### config.mk
export PLATFORM = sky130hd
export DESIGN_NAME = fifo_rr_arb_flat
export DESIGN_NICKNAME = d
export VERILOG_FILES = /design/src/rtl/fifo_rr_arb_if.sv /design/src/rtl/fifo_rr_arb.sv /design/src/flat_wrapper.sv
export SDC_FILE = /design/constraint.sdc
export NUM_CORES = 1
export LEC_CHECK = 0
export BUFFER_PORTS_ARGS = -buffer_cell sky130_fd_sc_hd__buf_2
export CAP_MARGIN = 40
export CELL_PAD_IN_SITES_DETAIL_PLACEMENT = 0
export CELL_PAD_IN_SITES_GLOBAL_PLACEMENT = 2
export CORE_ASPECT_RATIO = 0.8
export CORE_MARGIN = 1
export CORE_UTILIZATION = 21
export CTS_BUF_LIST = sky130_fd_sc_hd__clkbuf_8 sky130_fd_sc_hd__clkbuf_16
export CTS_CLUSTER_DIAMETER = 120
export DETAILED_ROUTE_END_ITERATION = 12
export GPL_TIMING_DRIVEN = 0
export PLACE_DENSITY_LB_ADDON = 0.1
export SLEW_MARGIN = 20
export SYNTH_ARGS = -nofsm -noshare
export SYNTH_HDL_FRONTEND = slang
export SYNTH_SLANG_ARGS = --single-unit
### constraint.sdc
create_clock -name clk -period 1.9 [get_ports clk]
set_input_delay 0.095 -clock clk [delete_from_list [all_inputs] [get_ports clk]]
set_output_delay 0.095 -clock clk [all_outputs]
set_load 0.02 [all_outputs]
### src/rtl/fifo_rr_arb_if.sv
// rtl/fifo_rr_arb_if.sv - requester, FIFO write-port and status bundle for fifo_rr_arb
// The master modport is the arbiter side; slave is the producer/FIFO side.
interface fifo_rr_arb_if #(
   parameter int NREQ = 4,
   parameter int IW   = 2,
   parameter int DW   = 8
);
   logic [NREQ-1:0]    req;
   logic [NREQ-1:0]    req_last;
   logic [NREQ*DW-1:0] req_dat;
   logic [NREQ-1:0]    ack;
   logic               fifo_we;
   logic [IW+DW-1:0]   fifo_dati;
   logic               fifo_full;
   logic               busy;
   logic [IW-1:0]      owner;
   logic               err;

   modport master (
      input  req, req_last, req_dat, fifo_full,
      output ack, fifo_we, fifo_dati, busy, owner, err
   );

   modport slave (
      output req, req_last, req_dat, fifo_full,
      input  ack, fifo_we, fifo_dati, busy, owner, err
   );
endinterface

### src/rtl/fifo_rr_arb.sv
// rtl/fifo_rr_arb.sv - round-robin packet scheduler onto a single FIFO write port
// Packets hold the grant until their last word; a length watchdog force-releases runaway owners.
module fifo_rr_arb #(
   parameter int NREQ   = 4,
   parameter int IW     = 2,
   parameter int DW     = 8,
   parameter int MAXLEN = 16
) (
   input  logic           clk,
   input  logic           clr_n,
   fifo_rr_arb_if.master  bus
);
   localparam int             LW       = $clog2(MAXLEN + 1);
   localparam logic [LW-1:0]  LEN_LAST = LW'(MAXLEN - 1);

   typedef enum logic {ST_IDLE = 1'b0, ST_LOCKED = 1'b1} st_t;

   st_t             r_st, w_st_nxt;
   logic [IW-1:0]   r_rr_ptr, w_rr_nxt;
   logic [IW-1:0]   r_owner, w_owner_nxt;
   logic [LW-1:0]   r_len, w_len_nxt;
   logic            r_err, w_err_nxt;

   logic            w_scan_vld;
   logic [IW-1:0]   w_scan_id;
   logic [IW-1:0]   w_gid;
   logic            w_xfer;
   logic [NREQ-1:0] w_ack;

   // Wraps at NREQ rather than 2^IW so non-power-of-two counts never name a phantom id.
   function automatic logic [IW-1:0] f_next_id(input logic [IW-1:0] id);
      return (id == IW'(NREQ - 1)) ? '0 : id + 1'b1;
   endfunction

   // Scan downward so the candidate closest to the pointer is the last one written.
   function automatic logic [IW:0] f_scan(input logic [NREQ-1:0] rq, input logic [IW-1:0] ptr);
      logic [IW:0] res;
      int          idx;
      res = '0;
      for (int k = NREQ - 1; k >= 0; k--) begin
         idx = int'(ptr) + k;
         if (idx >= NREQ) idx = idx - NREQ;
         if (rq[idx]) res = {1'b1, IW'(idx)};
      end
      return res;
   endfunction

   always_comb begin
      {w_scan_vld, w_scan_id} = f_scan(bus.req, r_rr_ptr);
   end

   always_comb begin
      w_gid  = r_owner;
      w_xfer = 1'b0;
      if (clr_n && !bus.fifo_full) begin
         if (r_st == ST_IDLE) begin
            w_gid  = w_scan_id;
            w_xfer = w_scan_vld;
         end else begin
            w_xfer = bus.req[r_owner];
         end
      end
      w_ack = '0;
      if (w_xfer) w_ack[w_gid] = 1'b1;
   end

   always_comb begin
      w_st_nxt    = r_st;
      w_rr_nxt    = r_rr_ptr;
      w_owner_nxt = r_owner;
      w_len_nxt   = r_len;
      w_err_nxt   = 1'b0;
      if (w_xfer) begin
         if (r_st == ST_IDLE) begin
            w_owner_nxt = w_gid;
            if (bus.req_last[w_gid]) begin
               w_rr_nxt  = f_next_id(w_gid);
               w_len_nxt = '0;
            end else begin
               w_st_nxt  = ST_LOCKED;
               w_len_nxt = LW'(1);
            end
         end else if (bus.req_last[r_owner] || r_len == LEN_LAST) begin
            w_st_nxt  = ST_IDLE;
            w_rr_nxt  = f_next_id(r_owner);
            w_len_nxt = '0;
            w_err_nxt = !bus.req_last[r_owner];
         end else begin
            w_len_nxt = r_len + 1'b1;
         end
      end
   end

   always_ff @(posedge clk or negedge clr_n) begin
      if (!clr_n) begin
         r_st     <= ST_IDLE;
         r_rr_ptr <= '0;
         r_owner  <= '0;
         r_len    <= '0;
         r_err    <= 1'b0;
      end else begin
         r_st     <= w_st_nxt;
         r_rr_ptr <= w_rr_nxt;
         r_owner  <= w_owner_nxt;
         r_len    <= w_len_nxt;
         r_err    <= w_err_nxt;
      end
   end

   assign bus.ack       = w_ack;
   assign bus.fifo_we   = w_xfer;
   assign bus.fifo_dati = {w_gid, bus.req_dat[int'(w_gid)*DW +: DW]};
   assign bus.busy      = (r_st == ST_LOCKED);
   assign bus.owner     = r_owner;
   assign bus.err       = r_err;
endmodule

### src/flat_wrapper.sv
// flat-port wrapper written by rule: the top's interface ports become plain ports
module fifo_rr_arb_flat 
#(
   parameter int NREQ   = 4,
   parameter int IW     = 2,
   parameter int DW     = 8,
   parameter int MAXLEN = 16
)
  (clk, clr_n, bus_req, bus_req_last, bus_req_dat, bus_fifo_full, bus_ack, bus_fifo_we, bus_fifo_dati, bus_busy, bus_owner, bus_err);
  fifo_rr_arb_if #(.NREQ(NREQ), .IW(IW), .DW(DW)) bus_i ();
  input  logic clk;
  input  logic clr_n;
  input wire logic [$bits(bus_i.req)-1:0] bus_req;
  input wire logic [$bits(bus_i.req_last)-1:0] bus_req_last;
  input wire logic [$bits(bus_i.req_dat)-1:0] bus_req_dat;
  input wire logic [$bits(bus_i.fifo_full)-1:0] bus_fifo_full;
  output wire logic [$bits(bus_i.ack)-1:0] bus_ack;
  output wire logic [$bits(bus_i.fifo_we)-1:0] bus_fifo_we;
  output wire logic [$bits(bus_i.fifo_dati)-1:0] bus_fifo_dati;
  output wire logic [$bits(bus_i.busy)-1:0] bus_busy;
  output wire logic [$bits(bus_i.owner)-1:0] bus_owner;
  output wire logic [$bits(bus_i.err)-1:0] bus_err;
  assign bus_i.req = bus_req;
  assign bus_i.req_last = bus_req_last;
  assign bus_i.req_dat = bus_req_dat;
  assign bus_i.fifo_full = bus_fifo_full;
  assign bus_ack = bus_i.ack;
  assign bus_fifo_we = bus_i.fifo_we;
  assign bus_fifo_dati = bus_i.fifo_dati;
  assign bus_busy = bus_i.busy;
  assign bus_owner = bus_i.owner;
  assign bus_err = bus_i.err;
  fifo_rr_arb #(.NREQ(NREQ), .IW(IW), .DW(DW), .MAXLEN(MAXLEN)) u_core (.clk(clk), .clr_n(clr_n), .bus(bus_i));
endmodule
Word-level counts from Yosys, hierarchy flattened:

Cells that the tools add are included.

* flip-flop bits (word level): 11
* bits of input ports: 43

* add/subtract/negate cells: 10
* shifts and indexed selects: 1
* equality and inequality tests: 4
* reductions and logical operators: 8
* mux-type cells: 47
* $lt $le $gt $ge: 11
* bitwise gates (word level): 1

Operator list (count)
* less-than comparator 32 x 4 -> 1 bit (second input constant): 4
* two-way mux 32 bit: 4
* >= comparator 32 x 4 -> 1 bit (second input constant): 3
* subtractor 32 x 4 -> 32 bit (second input constant): 3
* indexed part select 32 x 6 -> 8 bit: 1
* two-way mux 1 bit: 21
* binary-select mux 1 bit (select 2 bit): 7
* two-way mux 2 bit: 7
* two-way mux 3 bit: 4
* two-way mux 5 bit: 2
* adder 2 x 2 -> 3 bit (second input constant): 2
* less-than comparator 2 x 3 -> 1 bit (second input constant): 2
* adder 5 x 1 -> 5 bit (second input constant): 1
* == test 5 x 4 -> 1 bit (second input constant): 1
* adder 2 x 1 -> 2 bit (second input constant): 2
* == test 2 bit (second input constant): 2
* two-way mux 4 bit: 1
* subtractor 2 x 3 -> 4 bit (second input constant): 1
* adder 2 x 1 -> 3 bit (second input constant): 1
* >= comparator 2 x 3 -> 1 bit (second input constant): 1
* AND reduction 3 bit: 1
* demux 1 bit (select 2 bit): 1
* >= comparator 2 x 1 -> 1 bit (second input constant): 1
* logical AND 1 bit: 2
* 6 further kinds: 7

Depth between registers and ports, before layout:

Gate-level depths: netlist (run 1).

* depth in word-level cells: 17
* gate-level depth with buffers: 9
* mapped depth without buffers: 8

Worst setup path after synthesis (run 1):

Ideal clock, no wire load.

* kind: register -> register
* from: register u_core.r_st, in the netlist u_core.bus.busy
* to: register u_core.r_rr_ptr[1]
* data arrival time: 2.124 ns
* path buffers: 2
* stages on the path, launching flop included: 9
* period minus slack after synthesis: 2.266 ns
* path slack: -0.366 ns
* cell sequence: dfrtp_1 -> nor3b_4 -> mux2i_1 -> a31oi_2 -> buf_6 -> buf_2 -> ha_1 -> nor4b_2 -> a221oi_2

* longest elaborated chain between the ends: 6

RTL lines
* start, declared: line fifo_rr_arb.sv:18 `st_t r_st, w_st_nxt;`
* start signal, assigned: line fifo_rr_arb.sv:102 `r_st <= w_st_nxt;`
* two-way mux 2 bit (*): line fifo_rr_arb.sv:56 `if (r_st == ST_IDLE) begin`
* two-way mux 2 bit (*): line fifo_rr_arb.sv:55 `if (clr_n && !bus.fifo_full) begin`
* net bus_fifo_dati[9]: line flat_wrapper.sv:19 `output wire logic [$bits(bus_i.fifo_dati)-1:0] bus_fifo_dati;`
* adder 2 x 1 -> 2 bit (tied with other cells): line fifo_rr_arb.sv:32 `return (id == IW'(NREQ - 1)) ? '0 : id + 1'b1;`
* two-way mux 2 bit / two-way mux 1 bit (equally long branches): line fifo_rr_arb.sv:32, fifo_rr_arb.sv:76
* two-way mux 2 bit / nonzero test 2 bit (equally long branches)
* two-way mux 2 bit / AND reduction 3 bit (equally long branches)
* end signal, assigned: line fifo_rr_arb.sv:103 `r_rr_ptr <= w_rr_nxt;`
* end, declared: line fifo_rr_arb.sv:19 `logic [IW-1:0] r_rr_ptr, w_rr_nxt;`

The timed path passes the listed nets; every way through them passes the cells marked *. The select of a mux whose other input is x is not followed.
A chain may end at the register's enable or synchronous reset.

Worst setup path in the final report (run 1):

* from: register u_core.r_st, in the netlist u_core.bus.busy
* to: register u_core.r_rr_ptr[1]

* longest elaborated chain between the ends: 6

RTL lines (line)
* two-way mux 2 bit: fifo_rr_arb.sv:56
* two-way mux 2 bit: fifo_rr_arb.sv:55
* adder 2 x 1 -> 2 bit (tied with other cells): fifo_rr_arb.sv:32
* two-way mux 2 bit / two-way mux 1 bit (equally long branches): fifo_rr_arb.sv:32, fifo_rr_arb.sv:76
* two-way mux 2 bit / nonzero test 2 bit (equally long branches)
* two-way mux 2 bit / AND reduction 3 bit (equally long branches)

Parallel ways exist; a longest one is shown, timed or not. The select of a mux whose other input is x is not followed.

==> impl_table.tex, run 1 <==
\begin{tabular}{lr}
\hline
Metric & Value \\
\hline
\multicolumn{2}{l}{\textbf{Worst setup path}} \\
\quad WP data arrival & 2.24 ns \\
\quad Worst-path cell with the longest stage delay & sky130\_fd\_sc\_hd\_\_dfrtp\_2 \\
\quad CP startpoint kind & register \\
\quad Number of logic stages on the critical path including buffering & 9 \\
\quad Crit path largest cell delay & about 0.42 ns \\
\quad Critical path, cell by cell & nor3b\_4, mux2i\_1, a31oi\_2, buf\_6, buf\_8, mux2i\_4, mux2i\_4, nor4b\_4, a221oi\_2 \\
\quad Setup CP Type & reg -> reg \\
\quad Buf/Inv on CP & 2 \\
\quad Crit path max fanout & 5 \\
\quad Most used cell along the critical path & sky130\_fd\_sc\_hd\_\_mux2i\_4 \\
\quad Required @ worst endpoint & approximately 2 ns \\
\quad Sort of element at the end of the critical path & register \\
\quad Largest delay share family, worst path & multiplexers \\
\quad Reg2Reg Depth & 9 \\
\multicolumn{2}{l}{\textbf{Run status}} \\
\quad Violated checks & design-rule violations, negative setup slack \\
\quad Run status & complete, but fails checks \\
\multicolumn{2}{l}{\textbf{Logic synthesis}} \\
\quad Net count after synthesis & 196 \\
\quad Yosys top cell by area & sky130\_fd\_sc\_hd\_\_dfrtp\_1 \\
\quad Flops \& latches, synth & 11 \\
\quad Top area cells in the synthesized netlist & sky130\_fd\_sc\_hd\_\_dfrtp\_1 (24\%), sky130\_fd\_sc\_hd\_\_nand2\_1 (13\%), sky130\_fd\_sc\_hd\_\_ha\_1 (7.8\%) \\
\quad Share of flip-flops with an asynchronous set or reset after synthesis & 1.000 \\
\quad Largest family of logic cells by synthesized area & simple AND/OR/NAND/NOR gates \\
\quad Xor/xnor cell area share of the yosys netlist & 0 \\
\quad Share of the synthesized area in the top cell type & 0.2436 \\
\quad Fraction of the mapped netlist area in simple logic gates & 0.3333 \\
\quad Number of distinct library cell variants in the gate-level netlist after synthesis & 39 \\
\quad Netlist area before placement & 1130 um\^{}2 \\
\quad Count of flip-flops with a built-in enable after synthesis & 0 \\
\quad Warning count from the yosys run & 0 \\
\quad Number of instances in the synthesized netlist & 146 \\
\quad Synthesized-area fraction occupied by adder cells & 0.07752 \\
\quad Post-synthesis compound-gate area fraction & 0.1960 \\
\quad Portion of netlist area occupied by mux cells & 0.08638 \\
\quad Predominant post-synthesis flop cell & sky130\_fd\_sc\_hd\_\_dfrtp\_1 \\
\quad Syn\_area\_per\_cell & 7.739 um\^{}2 \\
\quad Sequential-to-total area share from yosys stat & 0.2436 \\
\multicolumn{2}{l}{\textbf{Job}} \\
\quad Max-cap violations & 0 \\
\multicolumn{2}{l}{\textbf{Placed design}} \\
\quad Worst slack at placement & -0.3744 ns \\
\quad Routability-driven placement congestion ratio & 0.7825 \\
\quad Port Buffers & 61 \\
\quad Dpl hpwl & slightly below 3 mm \\
\multicolumn{2}{l}{\textbf{Clock tree}} \\
\quad Clock transition at the registers of the reported paths & 0.05 ns \\
\quad TritonCTS clock tree & done \\
\quad Source-to-sink clock delay at the later pin of the worst-skew pair & approximately 0.23 ns \\
\quad Clock tree root buffer cell & sky130\_fd\_sc\_hd\_\_clkbuf\_8 \\
\quad TritonCTS buffer count & 3 \\
\quad H-tree levels & 1 \\
\quad CTS sink count & 11 \\
\quad Max clock buf depth & 2 \\
\multicolumn{2}{l}{\textbf{Drt}} \\
\quad Routed wire length & 4.332 mm \\
\quad Violation count after the first detailed-routing iteration & 27 \\
\quad Total DRC errors in the routed layout & 5 \\
\quad Number of vias after detailed routing & 1,403 \\
\quad Average wire per cell in the routed design & 14.44 um \\
\quad Number of iterations in the first detailed-routing pass & 8 \\
\quad Number of nets with antenna violations after detailed routing & 0 \\
\quad Vias per Instance & 4.677 \\
\multicolumn{2}{l}{\textbf{Timing}} \\
\quad Final hold violation count & 0 \\
\quad Fin Setup TNS & -3.333 ns \\
\quad Relative max-transition margin & 0.6398 \\
\quad Worst Skew & 0.0007711 ns \\
\quad Post-route worst setup slack & -0.2418 ns \\
\quad Final critical-path share of the clock period & 1.127 \\
\quad Unrepaired setup endpoints after global routing & true \\
\quad Final Setup Violations & 17 \\
\quad Minimum clock period after layout & 2.142 ns \\
\quad Peak Freq & 466.9 MHz \\
\quad Tightest Pin Transition & 0.5386 ns \\
\quad Final Max Tran Viols & 0 \\
\multicolumn{2}{l}{\textbf{Cells and area}} \\
\quad Final core area utilization & 0.4552 \\
\quad Layout net count & 289 \\
\quad Total inserted antenna cells & 0 \\
\quad Area added between synthesis and finish & 105.2\% \\
\quad Fraction of layout cells with a size suffix above 1 & 0.6849 \\
\multicolumn{2}{l}{\textbf{Floorplanning}} \\
\quad Chip Width & 84.01 um \\
\quad Number of rows created at floorplan & 23 \\
\quad Count of pins on the block boundary & just over 60 \\
\quad Die Y-Extent & 67.61 um \\
\quad CORE AREA & 5094 um\^{}2 \\
\quad Initial core utilization & 0.2218 \\
\quad Total Die Area & between 5000 and 6000 um\^{}2 \\
\multicolumn{2}{l}{\textbf{Global routing}} \\
\quad Maximum number of pins on one net before global-route repair & 12 \\
\quad Overflow left after global routing & 0 \\
\quad Wire length of the first global-routing pass & 6.575 mm \\
\quad GR Util All Layers & 0.1466 \\
\quad Initial antenna violation count & 0 \\
\quad Vias in the first global route & 1,370 \\
\multicolumn{2}{l}{\textbf{Hold path}} \\
\quad Cells on Worst Hold Path & 3 \\
\quad Class of the most critical hold timing path & in -> reg \\
\multicolumn{2}{l}{\textbf{Pwr}} \\
\quad Power density normalized to cell area & around 1600 nW/um\^{}2 \\
\quad Cell leakage power & 1.042 nW \\
\quad Maximum ir drop on the vdd rail & 0.0004375 V \\
\quad Total Power Consumption & about 3.8 mW \\
\hline
\end{tabular}
==> flip-flops by register name, indices dropped and copies added, names as in the netlist <==
signal,flops
u_core.bus.owner,2
u_core.bus.err,1
u_core.r_rr_ptr,2
u_core.r_len,5
u_core.bus.busy,1
==> cell usage after synthesis (2+ instances only) <==
library cell	n
sky130_fd_sc_hd__nand2b_1	6
sky130_fd_sc_hd__a31oi_1	8
sky130_fd_sc_hd__nor2_1	2
sky130_fd_sc_hd__or3_1	2
sky130_fd_sc_hd__o21ai_0	8
sky130_fd_sc_hd__o22ai_1	2
sky130_fd_sc_hd__mux4_2	2
sky130_fd_sc_hd__and3_1	9
sky130_fd_sc_hd__nor3_1	5
sky130_fd_sc_hd__a21o_1	2
sky130_fd_sc_hd__inv_1	7
sky130_fd_sc_hd__ha_1	7
sky130_fd_sc_hd__mux2i_1	3
sky130_fd_sc_hd__nand2_1	39
sky130_fd_sc_hd__o21a_1	2
sky130_fd_sc_hd__a21oi_1	4
sky130_fd_sc_hd__buf_2	3
sky130_fd_sc_hd__and2_1	4
sky130_fd_sc_hd__dfrtp_1	11
==> report_power, final <==
group | internal (mW) | switching (mW) | leakage, nW | total, mW
registers | 0.328 | 0.115 | 0.136 | 0.443
clock network | 0.141 | 0.0827 | 0.0269 | 0.224
logic | 1.60 | 1.52 | 0.880 | 3.12
==> layout by cell type, fill, tap and decap left out, types with 4 or more instances in the layout <==
cell type and n:
sky130_fd_sc_hd__buf_6 26, sky130_fd_sc_hd__nand2_1 24, sky130_fd_sc_hd__nand2b_1 5, sky130_fd_sc_hd__and3_4 8
sky130_fd_sc_hd__buf_4 15, sky130_fd_sc_hd__buf_2 47, sky130_fd_sc_hd__and2_4 4, sky130_fd_sc_hd__dfrtp_1 7
sky130_fd_sc_hd__inv_1 7, sky130_fd_sc_hd__nand2_2 10, sky130_fd_sc_hd__nand2_4 5, sky130_fd_sc_hd__a31oi_4 6
sky130_fd_sc_hd__buf_8 4, sky130_fd_sc_hd__dfrtp_2 4, sky130_fd_sc_hd__ha_1 4, sky130_fd_sc_hd__o21ai_0 4
==> layer usage <==
| layer | GRT usage | part of all wire | vias up | wire (um) |
|---|---|---|---|---|
| li1 | - | - | 707 | - |
| met1 | 0.2029 | 0.47 | 671 | 2031 |
| met2 | 0.2428 | 0.50 | 23 | 2146 |
| met3 | 0.02812 | 0.032 | 2 | 137 |
| met4 | 0.02155 | 0.0039 | 0 | 17 |
| met5 | 0 | 0 | - | 0 |
==> cell type report <==
type | instances | area (um^2)
multi-input cells | 120 | 1134
repair buffers | 88 | 656.9
fillers | 497 | 2775
clock buffers | 3 | 41.29
plain buffers | 6 | 73.82
well taps | 62 | 77.57
clock inverters | 1 | 3.754
flip-flops and latches | 11 | 280.3
inverters | 9 | 51.30
==> kinds of logic (layout without fill, tap and decap cells) <==
group	Yosys count	in the layout
simple gates	74	74
compound gates	33	33
buf+inv	15	107
flops	11	11
fa+ha+maj	7	7
mux	6	6
==> worst register-to-register path, delay by kind of cell, from the launching register on <==
kind / cells / cell delay, ns
compound gates: 2 / 0.13
buf+inv: 2 / 0.31
flops: 1 / 0.42
mux: 3 / 0.66
simple gates: 2 / 0.50
==> path summary, 6_finish.rpt <==
path / from / slack [ns] / endpoint
worst min-delay path: bus_req[3] / 0.28 / u_core.bus.owner[1]
max in group asynchronous: clr_n / 1.09 / u_core.r_rr_ptr[0]
worst min register to register: u_core.r_len[1] / 0.51 / u_core.r_len[1]
min in group asynchronous: clr_n / 0.42 / u_core.bus.err
worst max register to register: u_core.bus.busy / -0.24 / u_core.r_rr_ptr[1]
worst max-delay path: u_core.bus.busy / -0.24 / u_core.r_rr_ptr[1]
==> per-stage QoR <==
step           hold slack (ns)  instance area (um^2)  cells
6_report                0.2823                  2318    300
5_1_grt                 0.2866                  2318    300
3_3_place_gp         -0.007306                  1639    269
3_5_place_dp         -0.003251                  1639    269
2_1_floorplan          -0.2006                  1256    146
4_1_cts                 0.2603                  2158    302
==> timing repair <==
action                                  CTS  global route
endpoints found under the setup margin   23            23
pin swaps                                13            19
cloned                                    1             0
resized for setup                        64            50
hold buffers                              1             0
setup buffers                            28             1
hold endpoints to repair                 11             0
Power figures use the tool's default switching activity.
==> run 2, diff against run 1 <==
Settings changed: CTS_CLUSTER_DIAMETER 120 to 100, REMOVE_ABC_BUFFERS set to 1.
==> run 2 against run 1 <==
  * The flow still finishes with violations (design-rule violations, negative setup slack)
  * Clock power grew 4%
  * Routed wire length shrank 8.6%
  * Via count shrank 4.1%
  * Critical endpoint is now bus_fifo_dati[4]
  * Final cell count shrank 4.7%
  * Clock skew is essentially flat
  * Critical path type is now reg -> out
  * Total power shrank 24%
  * Critical path depth shrank 1
  * Die area is the same
  * Sequential power grew 1%
  * Maximum frequency shrank 0.43%
  * Global-route usage shrank 0.80 points
  * First-iteration DRC count grew 67%
==> impl_table.tex, run 2 (same netlist as run 1, synthesis figures left out) <==
\begin{tabular}{lr}
\hline
Metric & Value \\
\hline
\multicolumn{2}{l}{\textbf{Cells and area}} \\
\quad Most used cells in the layout excluding fill and tap cells & sky130\_fd\_sc\_hd\_\_buf\_2 (50), sky130\_fd\_sc\_hd\_\_nand2\_1 (39), sky130\_fd\_sc\_hd\_\_buf\_4 (18) \\
\quad Filler cell count & 527 (+6.0\%) \\
\quad Layout Cells excl Fill & 286 (-4.7\%) \\
\quad Commonest non-fill, non-tap cell in the layout & sky130\_fd\_sc\_hd\_\_buf\_2 \\
\quad Area added between synthesis and finish & 66.00\% \\
\quad Layout net count & 275 (-4.8\%) \\
\quad Fraction of layout cells with a size suffix above 1 & 0.4911 (-0.1938) \\
\quad Total inserted antenna cells & 0 (unchanged) \\
\quad Largest register FFs & 5 (unchanged) \\
\quad Register with the most flip-flops & u\_core.r\_len \\
\multicolumn{2}{l}{\textbf{Floorplanning}} \\
\quad Count of pins on the block boundary & 62 (unchanged) \\
\quad CORE AREA & 5094 um\^{}2 (unchanged) \\
\quad Number of rows created at floorplan & 23 (unchanged) \\
\quad Initial core utilization & 0.2218 (unchanged) \\
\quad Total Die Area & 5679 um\^{}2 (unchanged) \\
\quad Chip Width & 84.01 um (unchanged) \\
\quad Die Y-Extent & 67.61 um (unchanged) \\
\multicolumn{2}{l}{\textbf{Global routing}} \\
\quad Initial antenna violation count & 0 (unchanged) \\
\quad GR Util All Layers & 0.1386 (-0.007989) \\
\quad Maximum number of pins on one net before global-route repair & 19 (+7) \\
\quad Overflow left after global routing & 0 (unchanged) \\
\quad Wire length of the first global-routing pass & 6.099 mm (-7.2\%) \\
\quad Vias in the first global route & 1,273 (-7.1\%) \\
\multicolumn{2}{l}{\textbf{Clock tree}} \\
\quad H-tree levels & 1 (unchanged) \\
\quad Clock transition at the registers of the reported paths & 0.05 ns (about the same) \\
\quad Clock tree root buffer cell & sky130\_fd\_sc\_hd\_\_clkbuf\_8 \\
\quad Max clock buf depth & 2 (unchanged) \\
\quad CTS sink count & 11 (unchanged) \\
\quad TritonCTS buffer count & 3 (unchanged) \\
\quad Source-to-sink clock delay at the later pin of the worst-skew pair & 0.24 ns (about the same) \\
\quad TritonCTS clock tree & done \\
\multicolumn{2}{l}{\textbf{Timing}} \\
\quad Relative max-transition margin & 0.6761 (+0.03630) \\
\quad Post-route worst setup slack & -0.2510 ns (-0.009189 ns) \\
\quad Final Setup Violations & 17 (unchanged) \\
\quad Peak Freq & 464.9 MHz (-0.43\%) \\
\quad Unrepaired setup endpoints after global routing & true \\
\quad Final critical-path share of the clock period & 1.132 (+0.004836) \\
\quad Tightest Pin Transition & 0.4843 ns (-0.05427 ns) \\
\quad Final hold slack & 0.2665 ns (-0.01584 ns) \\
\quad Worst Skew & 0.0003951 ns (-0.0003759 ns) \\
\quad Minimum clock period after layout & 2.151 ns (+0.009189 ns) \\
\quad Final Max Tran Viols & 0 (unchanged) \\
\quad Final hold violation count & 0 (unchanged) \\
\multicolumn{2}{l}{\textbf{Hold path}} \\
\quad Hold path startpoint & bus\_req[3] \\
\quad Class of the most critical hold timing path & in -> reg \\
\quad Endpoint with the worst hold slack & u\_core.bus.owner[1] \\
\quad Cells on Worst Hold Path & 3 (unchanged) \\
\multicolumn{2}{l}{\textbf{Worst setup path}} \\
\quad Critical path, cell by cell & nor3b\_4, mux2i\_1, a31oi\_4, buf\_6, nand2\_1, and3\_1, a31oi\_1, buf\_4 \\
\quad Crit path max fanout & 7 (+2) \\
\quad R2R setup slack & -0.21 ns (+0.03 ns) \\
\quad Sort of element at the end of the critical path & primary output \\
\quad Worst r2r src & u\_core.bus.busy \\
\quad WP data arrival & 2.06 ns (-0.18 ns) \\
\quad Required @ worst endpoint & 1.80 ns (-0.20 ns) \\
\quad Reg-to-reg endpoint & u\_core.r\_rr\_ptr[1] \\
\quad Startpoint of the most critical setup path & u\_core.bus.busy \\
\quad Worst-path cell with the longest stage delay & sky130\_fd\_sc\_hd\_\_dfrtp\_2 \\
\quad Setup CP Type & reg -> out \\
\quad Crit path largest cell delay & 0.42 ns (about the same) \\
\quad CP startpoint kind & register \\
\quad Reg2Reg Depth & 9 (unchanged) \\
\multicolumn{2}{l}{\textbf{Placed design}} \\
\quad Placed Instances & 264 (-1.9\%) \\
\quad Port Buffers & 61 (unchanged) \\
\quad Dpl hpwl & 2.842 mm (-2.0\%) \\
\quad Routability-driven placement congestion ratio & 0.7385 (-5.6\%) \\
\quad Worst slack at placement & -1.134 ns (-0.7596 ns) \\
\multicolumn{2}{l}{\textbf{Pwr}} \\
\quad Maximum ir drop on the vdd rail & 0.0005413 V (+24\%) \\
\quad Power density normalized to cell area & 1543 nW/um\^{}2 (-5.7\%) \\
\quad Cell leakage power & 0.8976 nW (-14\%) \\
\multicolumn{2}{l}{\textbf{Drt}} \\
\quad Number of nets with antenna violations after detailed routing & 0 (unchanged) \\
\quad Number of iterations in the first detailed-routing pass & 8 (unchanged) \\
\quad Average wire per cell in the routed design & 13.85 um (-4.1\%) \\
\quad Total DRC errors in the routed layout & 4 (-1) \\
\quad Vias per Instance & 4.706 (+0.63\%) \\
\quad Routed wire length & 3.961 mm (-8.6\%) \\
\quad Violation count after the first detailed-routing iteration & 45 (+67\%) \\
\quad Number of vias after detailed routing & 1,346 (-4.1\%) \\
\multicolumn{2}{l}{\textbf{Job}} \\
\quad Max-cap violations & 0 (unchanged) \\
\multicolumn{2}{l}{\textbf{Run status}} \\
\quad Run status & complete, but fails checks \\
\quad Violated checks & design-rule violations, negative setup slack \\
\hline
\end{tabular}
## run 2: worst max-delay path by stage
stage | depth (start not counted) | end | slack (ns)
after global placement | 7 | bus_ack[0] | -1.67
final | 8 | bus_fifo_dati[4] | -0.25
after CTS | 8 | bus_fifo_dati[4] | -0.27
after global routing | 8 | bus_fifo_dati[2] | -0.40
after floorplan | 6 | bus_ack[0] | -1.17
after detailed placement | 7 | bus_ack[1] | -1.13
## run 2: routing by layer
| layer | up-vias | track usage | wire (um) |
|---|---|---|---|
| li1 | 678 | - | - |
| met1 | 642 | 0.1760 | 1804 |
| met2 | 24 | 0.2459 | 2032 |
| met3 | 2 | 0.02323 | 98 |
| met4 | 0 | 0.03879 | 25 |
| met5 | - | 0 | 0 |
## run 2: final cells by class
cell class / instances / area, um^2 / area share
Inverter: 9 / 43.79 / 0.02335
Clock inverter: 1 / 3.754 / 0.002001
Clock buffer: 3 / 41.29 / 0.02201
Multi-Input combinational cell: 120 / 902.1 / 0.4810
Timing Repair Buffer: 80 / 528.0 / 0.2815
Tap cell: 62 / 77.57 / 0.04136
Sequential cell: 11 / 279.0 / 0.1488
## run 2: power breakdown
| group | internal (mW) | leakage (nW) | switching [mW] |
|---|---|---|---|
| Combinational | 1.04 | 0.734 | 1.18 |
| Sequential | 0.326 | 0.137 | 0.122 |
| Clock | 0.142 | 0.0269 | 0.0918 |
## run 2: through the flow
| step | area (um^2) | TNS [ns] | power, mW | utilization |
|---|---|---|---|---|
| floorplan | 1092 | -16.43 | 1.520 | - |
| global placement | 1475 | -25.76 | 1.999 | 0.2896 |
| detailed placement | 1493 | -17.06 | 2.050 | 0.2930 |
| CTS | 1773 | -3.408 | 2.751 | 0.3481 |
| global route | 1876 | -5.536 | 3.144 | 0.3682 |
| finish | 1876 | -3.325 | 2.893 | 0.3682 |
## run 2: critical path: cells and delay by family, from the launching register on
family                 cells  cell delay, ns
DFF                        1            0.42
AOI/OAI and AO/OA          2            0.46
buffers and inverters      2            0.35
and+or+nand+nor            3            0.45
muxes                      1            0.15
## run 2: what timing repair did
action	in CTS	in global routing
hold buffers	1	0
endpoints found under the setup margin	23	23
pin swaps	7	1
resized for setup	33	17
hold endpoints to repair	11	0
buffers inserted	12	4
cloned	0	1
